## config.mk

```make
export PLATFORM = sky130hd
export DESIGN_NAME = window_buffer_kxk_flat
export DESIGN_NICKNAME = d
export VERILOG_FILES = /design/src/rtl/window_buffer_kxk_if.sv /design/src/rtl/window_buffer_kxk.sv /design/src/flat_wrapper.sv
export SDC_FILE = /design/constraint.sdc
export NUM_CORES = 1
export LEC_CHECK = 0
export CAP_MARGIN = 20
export CORE_UTILIZATION = 46
export CTS_CLUSTER_DIAMETER = 50
export DETAILED_ROUTE_END_ITERATION = 8
export HOLD_SLACK_MARGIN = 0.06
export PLACE_DENSITY = 0.87
export SKIP_LAST_GASP = 1
export SLEW_MARGIN = 20
export SYNTH_ARGS = -nofsm -noshare
export SYNTH_HDL_FRONTEND = slang
export SYNTH_SLANG_ARGS = --single-unit
export TNS_END_PERCENT = 30
```

## constraint.sdc

```tcl
create_clock -name clk -period 1.5 [get_ports clk]
set_clock_uncertainty 0.15 [all_clocks]
set_input_delay 0.45 -clock clk [delete_from_list [all_inputs] [get_ports clk]]
set_output_delay 0.45 -clock clk [all_outputs]
set_load 0.03 [all_outputs]
```

## src/rtl/window_buffer_kxk_if.sv

```systemverilog
// Column-in / window-out bundle for window_buffer_kxk.
// WINDOW_BUF_COORD_EN adds the x_o/y_o centre-coordinate signals.
interface window_buffer_kxk_if #(
    parameter int unsigned DATA_W = 8,
    parameter int unsigned K      = 3,
    parameter int unsigned COLS   = 5,
    parameter int unsigned ROWS   = 5
);
`ifdef WINDOW_BUF_COORD_EN
    localparam int unsigned XW = (COLS > 1) ? $clog2(COLS) : 1;
    localparam int unsigned YW = (ROWS > 1) ? $clog2(ROWS) : 1;
`endif

    logic                  valid_i;
    logic [K*DATA_W-1:0]   col_i;
    logic [K*K*DATA_W-1:0] window_o;
    logic                  valid_o;
    logic                  done_o;
    logic                  progress_done_o;
`ifdef WINDOW_BUF_COORD_EN
    logic [XW-1:0]         x_o;
    logic [YW-1:0]         y_o;
`endif

    modport slave (
        input  valid_i, col_i,
        output window_o, valid_o, done_o, progress_done_o
`ifdef WINDOW_BUF_COORD_EN
        , output x_o, y_o
`endif
    );

    modport master (
        output valid_i, col_i,
        input  window_o, valid_o, done_o, progress_done_o
`ifdef WINDOW_BUF_COORD_EN
        , input x_o, y_o
`endif
    );
endinterface

```

## src/rtl/window_buffer_kxk.sv

```systemverilog
// KxK sliding window fed one K-pixel column per accepted beat, with frame done/progress status.
// Define WINDOW_BUF_COORD_EN to add registered centre-pixel coordinates x_o/y_o.
module window_buffer_kxk #(
    parameter int unsigned DATA_W = 8,
    parameter int unsigned K      = 3,
    parameter int unsigned COLS   = 5,
    parameter int unsigned ROWS   = 5
) (
    input  logic                clk,
    input  logic                rst,
    window_buffer_kxk_if.slave  bus_io
);
    localparam int unsigned CW   = (COLS > 1) ? $clog2(COLS) : 1;
    localparam int unsigned RW   = (ROWS - K + 1 > 1) ? $clog2(ROWS - K + 1) : 1;
    localparam int unsigned WinW = K * K * DATA_W;
    localparam logic [CW-1:0] ColLast     = CW'(COLS - 1);
    localparam logic [RW-1:0] RowLast     = RW'(ROWS - K);
    localparam logic [CW-1:0] ColFirstWin = CW'(K - 1);

    typedef enum logic [1:0] {StIdle, StRun, StDone} state_e;

    state_e          state_q;
    logic [WinW-1:0] window_q, window_d;
    logic [CW-1:0]   col_cnt_q;
    logic [RW-1:0]   row_cnt_q;
    logic            valid_q;
    logic            done_q;
    logic            progress_done_q;
    logic            col_wrap;
    logic            last_beat;

`ifdef WINDOW_BUF_COORD_EN
    localparam int unsigned XW   = CW;
    localparam int unsigned YW   = (ROWS > 1) ? $clog2(ROWS) : 1;
    localparam int unsigned Half = (K - 1) / 2;
    logic [XW-1:0] x_q;
    logic [YW-1:0] y_q;
`endif

    // Column c takes column c+1; the newest column enters at c = K-1.
    always_comb begin
        window_d = '0;
        for (int unsigned r = 0; r < K; r++) begin
            for (int unsigned c = 0; c < K - 1; c++) begin
                window_d[(r*K+c)*DATA_W +: DATA_W] = window_q[(r*K+c+1)*DATA_W +: DATA_W];
            end
            window_d[(r*K+K-1)*DATA_W +: DATA_W] = bus_io.col_i[r*DATA_W +: DATA_W];
        end
    end

    always_comb begin
        col_wrap  = (col_cnt_q == ColLast);
        last_beat = col_wrap && (row_cnt_q == RowLast);
    end

    always_ff @(posedge clk) begin
        if (!rst) begin
            state_q         <= StIdle;
            window_q        <= '0;
            col_cnt_q       <= '0;
            row_cnt_q       <= '0;
            valid_q         <= 1'b0;
            done_q          <= 1'b0;
            progress_done_q <= 1'b0;
`ifdef WINDOW_BUF_COORD_EN
            x_q             <= '0;
            y_q             <= '0;
`endif
        end else begin
            // First K-1 beats of a row would expose stale columns from the previous row.
            valid_q <= bus_io.valid_i && (col_cnt_q >= ColFirstWin);
            done_q  <= 1'b0;
            if (bus_io.valid_i) begin
                window_q  <= window_d;
                col_cnt_q <= col_wrap ? '0 : col_cnt_q + 1'b1;
                if (col_wrap) begin
                    row_cnt_q <= (row_cnt_q == RowLast) ? '0 : row_cnt_q + 1'b1;
                end
`ifdef WINDOW_BUF_COORD_EN
                x_q <= XW'(col_cnt_q) - XW'(Half);
                y_q <= YW'(row_cnt_q) + YW'(Half);
`endif
            end
            unique case (state_q)
                StIdle: begin
                    if (bus_io.valid_i) begin
                        state_q         <= StRun;
                        progress_done_q <= 1'b0;
                    end
                end
                StRun: begin
                    if (bus_io.valid_i && last_beat) begin
                        state_q <= StDone;
                        done_q  <= 1'b1;
                    end
                end
                StDone: begin
                    // A beat here already belongs to the next frame.
                    if (bus_io.valid_i) begin
                        state_q <= StRun;
                    end else begin
                        state_q         <= StIdle;
                        progress_done_q <= 1'b1;
                    end
                end
                default: state_q <= StIdle;
            endcase
        end
    end

    assign bus_io.window_o        = window_q;
    assign bus_io.valid_o         = valid_q;
    assign bus_io.done_o          = done_q;
    assign bus_io.progress_done_o = progress_done_q;
`ifdef WINDOW_BUF_COORD_EN
    assign bus_io.x_o = x_q;
    assign bus_io.y_o = y_q;
`endif
endmodule

```

## src/flat_wrapper.sv

```systemverilog
// flat-port wrapper written by rule: the top's interface ports become plain ports
module window_buffer_kxk_flat 
#(
    parameter int unsigned DATA_W = 8,
    parameter int unsigned K      = 3,
    parameter int unsigned COLS   = 5,
    parameter int unsigned ROWS   = 5
)
  (clk, rst, bus_io_valid_i, bus_io_col_i, bus_io_window_o, bus_io_valid_o, bus_io_done_o, bus_io_progress_done_o);
  window_buffer_kxk_if #(.DATA_W(DATA_W), .K(K), .COLS(COLS), .ROWS(ROWS)) bus_io_i ();
  input  logic clk;
  input  logic rst;
  input wire logic [$bits(bus_io_i.valid_i)-1:0] bus_io_valid_i;
  input wire logic [$bits(bus_io_i.col_i)-1:0] bus_io_col_i;
  output wire logic [$bits(bus_io_i.window_o)-1:0] bus_io_window_o;
  output wire logic [$bits(bus_io_i.valid_o)-1:0] bus_io_valid_o;
  output wire logic [$bits(bus_io_i.done_o)-1:0] bus_io_done_o;
  output wire logic [$bits(bus_io_i.progress_done_o)-1:0] bus_io_progress_done_o;
  assign bus_io_i.valid_i = bus_io_valid_i;
  assign bus_io_i.col_i = bus_io_col_i;
  assign bus_io_window_o = bus_io_i.window_o;
  assign bus_io_valid_o = bus_io_i.valid_o;
  assign bus_io_done_o = bus_io_i.done_o;
  assign bus_io_progress_done_o = bus_io_i.progress_done_o;
  window_buffer_kxk #(.DATA_W(DATA_W), .K(K), .COLS(COLS), .ROWS(ROWS)) u_core (.clk(clk), .rst(rst), .bus_io(bus_io_i));
endmodule
```

Yosys cells after proc, flatten, opt, wreduce, memory -nomap -nowiden --
Index checks and enable logic that the tools add are counted.
Storage, ports and cells: bits in registers 82, output and inout bits 75, logic and storage cells 36
Cells by class: add/subtract/negate cells 2, magnitude comparators 1, equality and inequality tests 7, muxes and demuxes 10, reductions and logical operators 9
Operators by type and width (count):
- $mux 2 | 3
- $pmux 2 s3 | 1
- $reduce_and 2->1 | 3
- $eq 2x2->1 const B | 2
- $mux 1 | 4
- $ne 2x2->1 const B | 2
- $add 3x1->3 const B | 1
- $eq 3x3->1 const B | 1
- $ge 3x2->1 const B | 1
- $logic_and 1x1->1 | 3
- $mux 3 | 1
- $reduce_and 3->1 | 1
- $add 2x1->2 const B | 1
- $eq 2x1->1 const B | 1
- $logic_not 2->1 | 1
- $ne 2x1->1 const B | 1
- $pmux 1 s2 | 1
- $reduce_bool 2->1 | 1

Logic depth before layout (Yosys ltp) --
Gate-level depths: netlist of the first run.
word-level depth 5, gate-level depth with buffers 5, mapped depth without buffers 5

Worst setup path after synthesis of the first run --
No wires, ideal clock.
path type input to register, start input port bus_io_valid_i, end register u_core.done_q, in the netlist u_core.bus_io.done_o, setup time 0.060 ns, data arrival time 1.152 ns, data required time 1.290 ns, path slack 0.139 ns, cell stages on the path 5, buffers on the path 2, cell sequence buf_4 > buf_6 > nand3_4 > nor3_2 > and3b_1
Between the ends: longest elaborated chain between the ends 2
RTL lines:
- from (decl) | RTL line flat_wrapper.sv:13 | input wire logic [$bits(bus_io_i.valid_i)-1:0] bus_io_valid_i;
- $logic_and 1x1->1 | RTL line window_buffer_kxk.sv:92 | if (bus_io.valid_i && last_beat) begin
- $mux 1 | RTL line window_buffer_kxk.sv:92
- to (signal assigned) | RTL line window_buffer_kxk.sv:63 | done_q <= 1'b0;
- to (signal assigned) | RTL line window_buffer_kxk.sv:72 | done_q <= 1'b0;
- to (signal assigned) | RTL line window_buffer_kxk.sv:94 | done_q <= 1'b1;
- to (decl) | RTL line window_buffer_kxk.sv:27 | logic done_q;
No other way between the ends. A chain may end at the register's enable or synchronous reset.

Worst setup path in the final report of the first run --
start register u_core.window_q[58], in the netlist u_core.bus_io.window_o[58], end output port bus_io_window_o[58]
RTL lines:
- from (decl) | RTL line window_buffer_kxk.sv:23 | logic [WinW-1:0] window_q, window_d;
- from (signal assigned) | RTL line window_buffer_kxk.sv:74 | window_q <= window_d;
- to (decl) | RTL line flat_wrapper.sv:15 | output wire logic [$bits(bus_io_i.window_o)-1:0] bus_io_window_o;
No word-level cell between the ends.

==> results of run 1 <==
-- per-layer routing --
| metal | up-vias | part of all wire | track usage | wire [µm] |
|---|---|---|---|---|
| li1 | 1126 | - | - | - |
| met1 | 1020 | 0.43 | 0.206 | 2690 |
| met2 | 61 | 0.49 | 0.299 | 3050 |
| met3 | 9 | 0.065 | 0.0639 | 405 |
| met4 | 0 | 0.010 | 0.0740 | 65 |
| met5 | - | 0 | 0 | 0 |
-- worst max-delay path by stage --
stage,cells past startpoint,slack [ns],to
after floorplan,5,0.14,u_core.bus_io.done_o
after global placement,4,0.08,u_core.bus_io.window_o[25]
after detailed placement,5,0.004,u_core.bus_io.window_o[6]
after CTS,1,-0.01,bus_io_window_o[35]
after global routing,1,-0.03,bus_io_window_o[41]
final,1,0.004,bus_io_window_o[58]
-- cell usage after synthesis (all sizes together) --
cell    number
nor3         1
o21ai        4
inv          2
o211ai       1
ha           3
nand4b       1
clkbuf       7
dfxtp       82
nand3b       1
nor2         2
o21bai       1
a21boi       1
and3         1
buf         11
o311a        1
nand2        4
nand3        4
nor2b       74
and3b        2
xor2         1
mux2i       73
-- layout make-up --
class / count / area, µm²
fill: 509 / 2160
inverter: 2 / 7.51
clock buffer: 9 / 124
timing repair buffer: 109 / 930
sequential: 82 / 1670
clock inverter: 7 / 77.6
multi-input combinational: 175 / 1400
tap: 77 / 96.3
-- registers in the layout (all words and copies together), names as in the netlist --
register                       cells
u_core.bus_io.valid_o              1
u_core.bus_io.progress_done_o      1
u_core.state_q                     2
u_core.bus_io.done_o               1
u_core.row_cnt_q                   2
u_core.col_cnt_q                   3
u_core.bus_io.window_o            72
-- timing repair --
| item | in CTS | in global routing |
|---|---|---|
| gates resized for setup | 7 | 16 |
| hold buffers | 0 | 0 |
| endpoints found under the setup margin | 24 | 50 |
| pin swaps | 0 | 0 |
| gates cloned | 0 | 0 |
-- metrics by stage --
| stage | power (mW) | setup slack, ns | setup TNS [ns] |
|---|---|---|---|
| CTS | 4.58 | -0.0146 | -0.118 |
| global route | 4.71 | -0.0261 | -0.561 |
| floorplan | 2.75 | 0.139 | 0 |
| finish | 4.55 | 0.00415 | 0 |
| detailed placement | 2.99 | 0.00433 | 0 |
| global placement | 2.98 | 0.0827 | 0 |
-- report_power, final --
part / internal, mW / total, mW / leakage (nW) / switching, mW
Sequential: 2.26 / 2.33 / 0.678 / 0.0651
Clock: 0.780 / 1.60 / 0.0885 / 0.823
Combinational: 0.301 / 0.621 / 1.18 / 0.320
-- cell families (layout without fill, tap and decap cells) --
logic type,Yosys count,in the layout,synth area share
flops,82,82,0.523
compound gates,8,8,0.0168
mux,73,73,0.233
fa+ha+maj,3,3,0.0120
xor+xnor,1,1,0.00279
simple gates,90,90,0.181
buf+inv,20,127,0.0311
==> flow_summary.json, run 1 <==
{
  "min_path_cells": 2,
  "status": "finished with violations",
  "required_ns": 0.90,
  "synth-seq-area-share": 0.523,
  "critPathSlowestCell": "dfxtp_1",
  "r2r_cells": 5,
  "reg2reg_slack_ns": 0.16,
  "via_per_inst": 4.81,
  "rsz0062_at_grt": "yes",
  "die_w_um": 84.6,
  "track_usage": 0.178,
  "ys_top_cells_by_area": "dfxtp_1 52%, mux2i_1 23%, nor2b_1 15%, buf_2 1.4%, ha_1 1.2%",
  "num_vias": 2216,
  "wl_mm": 6.22,
  "gp_congestion": 0.710,
  "finalHoldViolCount": 0,
  "crit_arrival_ns": 0.90,
  "avgSynthCellArea_um2": 11.3,
  "synth_top_cell_by_area": "dfxtp_1",
  "synth_area_mm2": 0.00314,
  "syn2layout_area_growth_pct": 37.1,
  "endpoint_kind": "primary output",
  "worstPathBufferInverterCount": 1,
  "maxCapViolCount": 0,
  "cts_buffer_depth": 2,
  "holdWs_ns": 0.309,
  "clock_sinks": 82,
  "ys_types": 24,
  "cp_top_family": "flip-flops",
  "violations": "design-rule violations",
  "fmax_mhz": 669,
  "min_period_over_period": 0.997,
  "clk_pin_slew_ns": 0.09,
  "p_leak_nw": 1.94,
  "coreArea_mm2": 0.00646,
  "cellPowerDensity_mw_per_mm2": 1060,
  "grt_pass1_wl_mm": 10.1,
  "nets": 409,
  "slew_headroom": 0.818,
  "io_buffers": 101,
  "worstReg2RegEnd": "u_core.state_q[1]",
  "setup.worst_path.start": "u_core.bus_io.window_o[58]",
  "die_h_um": 84.6,
  "vdd_ir_drop_max_mv": 0.601,
  "die_area_mm2": 0.00715,
  "grt_overflow": 0,
  "worst_pin_slew_ns": 0.273,
  "postCtsSetupBuffers": 0,
  "hold_path.class": "in -> reg",
  "grt_max_degree": 35,
  "dr.pass1.iters": 8,
  "instances_no_fill": 461,
  "synth.net_count": 307,
  "dp.cells": 445,
  "cp_max_fo": 3,
  "cts_root_buf": "clkbuf_8",
  "worstHoldStart": "rst",
  "antenna_found_initial": 0,
  "drt-wirelength-per-cell_um": 13.5,
  "crit_chain": "buf_4",
  "finalInstanceArea_mm2": 0.00430,
  "cts_tree": "done",
  "yosys_warnings": 0,
  "htree_num_levels": 3,
  "synth_top_area_frac": 0.523,
  "drc_errors": 4,
  "drt_iter0_drc": 35,
  "dpl-instance-area_mm2": 0.00407,
  "numCtsBuffers": 9,
  "dp_hpwl_mm": 4.34,
  "final_cell_mix": "79 x buf_4, 74 x nor2b_1, 73 x mux2i_1",
  "antennaDiodeCount": 0,
  "min_to": "u_core.bus_io.window_o[37]",
  "placementRows": 29,
  "finish.utilization": 0.666,
  "drive_gt1_frac": 0.326,
  "setup_violations": 0,
  "syn-instance-count": 277,
  "ioPinCount": 102,
  "initial_core_util": 0.486,
  "first_global_vias": 2169,
  "clk_latency_ns": 0.35,
  "synth-seq-cells": 82,
  "critPathLaunchType": "flip-flop",
  "fin_crit_ns": 1.50,
  "crit_type": "reg -> out",
  "ant_nets": 0,
  "slew_violations": 0,
  "slowest_delay_ns": 0.37,
  "rr_startpoint": "u_core.col_cnt_q[0]",
  "layout_commonest_cell": "buf_4"
}
Power figures use the tool's default switching activity.
==> run 2, diff against run 1 <==
==> constraint.sdc (replaced) <==
create_clock -name clk -period 1.7 [get_ports clk]
set_clock_uncertainty 0.15 [all_clocks]
set_input_delay 0.51 -clock clk [delete_from_list [all_inputs] [get_ports clk]]
set_output_delay 0.51 -clock clk [all_outputs]
set_load 0.03 [all_outputs]
==> run 2 against run 1 <==
Compared with the run above: the flow finishes with violations (negative setup slack); critical path depth unchanged; first-iteration DRC count rose by 66%; sequential power is 12% lower; power shrank 11%; global-route usage up 0.74 points; routed wire length increased by 1.4%.
==> flow_summary.json, run 2 (synthesis gave the netlist of run 1 again) <==
{
  "fmax_mhz": 575,
  "required_ns": 1.04,
  "crit_arrival_ns": 1.08,
  "dpl-instance-area_mm2": 0.00427,
  "cts_hold_buf": 0,
  "grt_max_degree": 47,
  "gp_congestion": 0.711,
  "postCtsSetupBuffers": 0,
  "die_w_um": 84.6,
  "finalInstanceArea_mm2": 0.00439,
  "largest_register_ffs": 72,
  "clk_latency_ns": 0.33,
  "cts_tree": "done",
  "dr.pass1.iters": 6,
  "syn2layout_area_growth_pct": 39.8,
  "crit_chain": "dlygate4sd2_1",
  "slew_violations": 0,
  "cp_max_fo": 3,
  "worstPathBufferInverterCount": 1,
  "num_vias": 2221,
  "grt_overflow": 0,
  "final_cell_mix": "82 x dfxtp_1, 74 x nor2b_1, 73 x mux2i_1",
  "slowest_delay_ns": 0.40,
  "drive_gt1_frac": 0.220,
  "critPathLaunchType": "flip-flop",
  "htree_num_levels": 3,
  "vdd_ir_drop_max_mv": 0.542,
  "p_total_mw": 4.06,
  "drt-wirelength-per-cell_um": 13.5,
  "drt_iter0_drc": 58,
  "violations": "negative setup slack",
  "wl_mm": 6.30,
  "finalHoldViolCount": 0,
  "initial_core_util": 0.486,
  "slew_headroom": 0.786,
  "clk_pin_slew_ns": 0.08,
  "placementRows": 29,
  "coreArea_mm2": 0.00646,
  "drc_errors": 0,
  "tns_ns": -0.498,
  "numCtsBuffers": 9,
  "p_leak_nw": 2.00,
  "die_h_um": 84.6,
  "antennaDiodeCount": 0,
  "nets": 417,
  "min_period_over_period": 1.02,
  "finish.utilization": 0.679,
  "endpoint_kind": "primary output",
  "rsz0062_at_grt": "yes",
  "track_usage": 0.185,
  "status": "finished with violations",
  "crit_type": "reg -> out",
  "worst_pin_slew_ns": 0.320,
  "layout_commonest_cell": "dfxtp_1",
  "clock_sinks": 82,
  "dp_hpwl_mm": 4.34,
  "cellPowerDensity_mw_per_mm2": 925,
  "cts_root_buf": "clkbuf_8",
  "fin_crit_ns": 1.74,
  "maxCapViolCount": 0,
  "holdWs_ns": 0.356,
  "setup_violations": 21,
  "die_area_mm2": 0.00715,
  "worst_slack_ns": -0.0377,
  "antenna_found_initial": 0,
  "ant_nets": 0,
  "io_buffers": 101,
  "cts_buffer_depth": 2,
  "critPathSlowestCell": "dlygate4sd2_1",
  "nFillCells": 519,
  "ioPinCount": 102,
  "grt_pass1_wl_mm": 10.4,
  "first_global_vias": 2228,
  "cp_top_family": "buffers and inverters",
  "via_per_inst": 4.75,
  "hold_path.class": "reg -> reg"
}
==> run 2: worst paths after layout <==
| kind | from | to | slack, ns | depth (start not counted) |
|---|---|---|---|---|
| worst min-delay path | u_core.bus_io.progress_done_o | u_core.bus_io.progress_done_o | 0.36 | 2 |
| worst max register to register | u_core.col_cnt_q[1] | u_core.state_q[1] | 0.37 | 5 |
| worst max-delay path | u_core.bus_io.window_o[20] | bus_io_window_o[20] | -0.04 | 1 |
| worst min register to register | u_core.bus_io.progress_done_o | u_core.bus_io.progress_done_o | 0.36 | 2 |
==> run 2: worst min-delay path: cells and delay by family, from the launching register on <==
family	cells	cell delay [ns]
DFF	1	0.32
AOI/OAI and AO/OA	2	0.14
==> run 2: repair_timing <==
action / 4_1_cts / 5_1_grt
gates resized for setup: 91 / 34
endpoints found under the setup margin: 57 / 57
cloned: 0 / 0
==> run 2: area by class of cell <==
cell class	count	area, µm²	share of cell area
clock inverter	5	80.1	0.0183
tap	77	96.3	0.0220
clock buffer	10	128	0.0291
inverter	2	7.51	0.00171
timing repair buffer	117	1040	0.236
sequential	82	1640	0.374
multi-input combinational	175	1400	0.319
==> run 2: layer usage <==
metal | share of wire | GRT usage
met2 | 0.50 | 0.322
met5 | 0 | 0
met3 | 0.066 | 0.0649
met1 | 0.43 | 0.208
met4 | 0.0084 | 0.0740
==> run 2: report_power, final <==
group	internal [mW]	total [mW]	switching [mW]
Sequential	1.99	2.04	0.0511
Clock	0.817	1.47	0.651
Combinational	0.262	0.549	0.287
Total	3.07	4.06	0.990
==> run 2: stage by stage <==
step	cells	setup WS, ns
4_1_cts	468	-0.0761
6_report	468	-0.0377
2_1_floorplan	277	0.279
3_3_place_gp	453	0.0102
5_1_grt	468	-0.0880
3_5_place_dp	453	-0.00410
==> run 3, diff against run 2 <==
--- a/config.mk
+++ b/config.mk
@@ -5,9 +5,11 @@
 export SDC_FILE = /design/constraint.sdc
 export NUM_CORES = 1
 export LEC_CHECK = 0
+export ABC_AREA = 1
 export CAP_MARGIN = 20
-export CORE_UTILIZATION = 46
+export CORE_UTILIZATION = 45
 export CTS_CLUSTER_DIAMETER = 50
+export CTS_CLUSTER_SIZE = 8
 export DETAILED_ROUTE_END_ITERATION = 8
 export HOLD_SLACK_MARGIN = 0.06
 export PLACE_DENSITY = 0.87
==> run 3 against run 2 <==
Compared with the run above: the run still ends with negative setup slack left; final cell count increased by 17%; largest cell class unchanged; clock power increased by 5%; worst setup slack got worse by 0.0062 ns; critical path depth unchanged; critical path type unchanged; largest power group unchanged; sequential cell count unchanged; area after synthesis decreased by 5.9%; combinational power increased by 38%; power increased by 8.8%; register-to-register slack got worse by 0.06 ns; design area decreased by 5.0%.
==> flow_summary.json, run 3 <==
{
  "cp_top_family": "buffers and inverters",
  "coreArea_mm2": 0.00635,
  "nets": 497,
  "cts_hold_buf": 0,
  "maxCapViolCount": 0,
  "antennaDiodeCount": 0,
  "avgSynthCellArea_um2": 8.18,
  "tns_ns": -0.707,
  "clk_latency_ns": 0.34,
  "drc_errors": 0,
  "synth.net_count": 391,
  "cts_buffer_depth": 2,
  "synth_edf_count": 0,
  "status": "finished with violations",
  "die_area_mm2": 0.00689,
  "crit_arrival_ns": 1.08,
  "fmax_mhz": 573,
  "ant_nets": 0,
  "die_w_um": 83.0,
  "drt_iter0_drc": 133,
  "nFillCells": 536,
  "synth_top_area_frac": 0.556,
  "ioPinCount": 102,
  "critPathSlowestCell": "dlygate4sd2_1",
  "synthFlopType": "dfxtp_1",
  "ys_types": 21,
  "die_h_um": 83.0,
  "first_global_vias": 2625,
  "cp_max_fo": 2,
  "layout_commonest_cell": "nor2_1",
  "antenna_found_initial": 0,
  "synth-seq-cells": 82,
  "numCtsBuffers": 9,
  "syn-instance-count": 361,
  "worst_slack_ns": -0.0439,
  "async_reset_ff_frac": 0,
  "finalHoldViolCount": 0,
  "synthTopCellsByCount": "126 x nor2_1, 82 x dfxtp_1, 70 x o21ai_0, 20 x nor2_2, 11 x clkbuf_1",
  "critPathLaunchType": "flip-flop",
  "yosysMostFrequentCell": "nor2_1",
  "synth_top_cell_by_area": "dfxtp_1",
  "placementRows": 29,
  "p_leak_nw": 1.89,
  "grt_max_degree": 56,
  "cellPowerDensity_mw_per_mm2": 1060,
  "drive_gt1_frac": 0.220,
  "slew_headroom": 0.686,
  "min_to": "u_core.col_cnt_q[1]",
  "dr.pass1.iters": 4,
  "rsz0062_at_grt": "yes",
  "track_usage": 0.207,
  "worstPathBufferInverterCount": 1,
  "largest_register_ffs": 72,
  "gp_congestion": 0.768,
  "reg2reg_slack_ns": 0.31,
  "slew_violations": 0,
  "violations": "negative setup slack",
  "synth_area_mm2": 0.00295,
  "clk_pin_slew_ns": 0.09,
  "clock_sinks": 82,
  "grt_pass1_wl_mm": 11.7,
  "io_buffers": 101,
  "worst_pin_slew_ns": 0.472,
  "crit_type": "reg -> out",
  "wl_mm": 6.98,
  "worstReg2RegEnd": "u_core.row_cnt_q[1]",
  "cts_root_buf": "clkbuf_8",
  "r2r_cells": 6,
  "crit_chain": "dlygate4sd2_1",
  "p_total_mw": 4.42,
  "vdd_ir_drop_max_mv": 0.870,
  "yosys_warnings": 0,
  "initial_core_util": 0.465,
  "via_per_inst": 4.90,
  "htree_num_levels": 3,
  "hold_path.class": "in -> reg",
  "fin_crit_ns": 1.74,
  "setup_violations": 26,
  "dp_hpwl_mm": 4.71,
  "final_cell_mix": "126 x nor2_1, 82 x dfxtp_1, 70 x o21ai_0",
  "syn2layout_area_growth_pct": 41.2,
  "ys_top_cells_by_area": "dfxtp_1 56%, nor2_1 16%, o21ai_0 12%, nor2_2 4.2%, buf_6 2.3%",
  "synth-seq-area-share": 0.556,
  "min_period_over_period": 1.03,
  "drt-wirelength-per-cell_um": 12.7,
  "grt_overflow": 0,
  "required_ns": 1.04,
  "pre_cts_ws_ns": 0.00442,
  "min_path_cells": 3,
  "worstHoldStart": "rst",
  "cts_tree": "done",
  "num_vias": 2689,
  "endpoint_kind": "primary output",
  "slowest_delay_ns": 0.40,
  "rr_startpoint": "u_core.col_cnt_q[0]"
}
## run 3: changes by cell type in the layout (fill, tap and decap cells not counted), moves of 6 or more
| cell | before | now |
|---|---|---|
| buf_4 | 31 | 25 |
| mux2i_1 | 73 | 0 |
| nor3_1 | 0 | 7 |
| nor2_2 | 0 | 20 |
| a21oi_1 | 0 | 6 |
| nor2b_1 | 74 | 0 |
| nor2_1 | 2 | 126 |
| inv_1 | 2 | 8 |
| o21ai_0 | 4 | 70 |
## run 3: kinds of logic after synthesis
kind of cell / Yosys count / share of synthesized area
compound gates: 82 / 0.140
flops: 82 / 0.556
buf+inv: 33 / 0.0610
simple gates: 159 / 0.225
xor+xnor: 2 / 0.00593
fa+ha+maj: 3 / 0.0127
## run 3: cell type report
class	instances	area [µm²]	share of cell area
inverter	9	33.8	0.00810
timing repair buffer	119	1050	0.251
tap	77	96.3	0.0231
clock inverter	5	77.6	0.0186
clock buffer	11	141	0.0339
multi-input combinational	246	1130	0.271
sequential	82	1640	0.394
## run 3: per-stage QoR
step | area (µm²) | cells | hold slack, ns | util
2_1_floorplan | 2950 | 361 | 0.328 | -
3_3_place_gp | 4050 | 533 | 0.314 | 0.638
3_5_place_dp | 4050 | 533 | 0.333 | 0.638
4_1_cts | 4240 | 549 | 0.303 | 0.667
5_1_grt | 4170 | 549 | 0.344 | 0.657
6_report | 4170 | 549 | 0.315 | 0.657
## run 3: tightest hold or removal path, cell delays in order
cell and delay, ns:
buf_2 0.13, o21ai_0 0.07, a21oi_1 0.04
## run 3: metal layers
| layer | track usage | up-vias | part of all wire |
|---|---|---|---|
| li1 | - | 1368 | - |
| met1 | 0.241 | 1246 | 0.44 |
| met5 | 0 | - | 0 |
| met2 | 0.368 | 67 | 0.50 |
| met3 | 0.0527 | 8 | 0.049 |
| met4 | 0.0690 | 0 | 0.012 |
## run 3: timing repair
action,CTS,global route
setup buffers,0,0
setup endpoints to repair,65,61
resized for setup,103,36
hold endpoints to repair,0,0
## run 3: how the worst max path moves through the flow
| stage | startpoint | endpoint | cells after the start |
|---|---|---|---|
| CTS | u_core.bus_io.window_o[21] | bus_io_window_o[21] | 1 |
| floorplan | bus_io_valid_i | u_core.bus_io.window_o[0] | 6 |
| global placement | u_core.bus_io.window_o[14] | bus_io_window_o[14] | 1 |
| detailed placement | u_core.bus_io.window_o[60] | bus_io_window_o[60] | 1 |
| finish | u_core.bus_io.window_o[24] | bus_io_window_o[24] | 1 |
| global route | u_core.bus_io.window_o[4] | bus_io_window_o[4] | 1 |
## run 3: where the power goes
| group | total, mW | switching (mW) | internal [mW] |
|---|---|---|---|
| combinational | 0.756 | 0.468 | 0.287 |
| clock | 1.54 | 0.679 | 0.864 |
| sequential | 2.12 | 0.0760 | 2.04 |
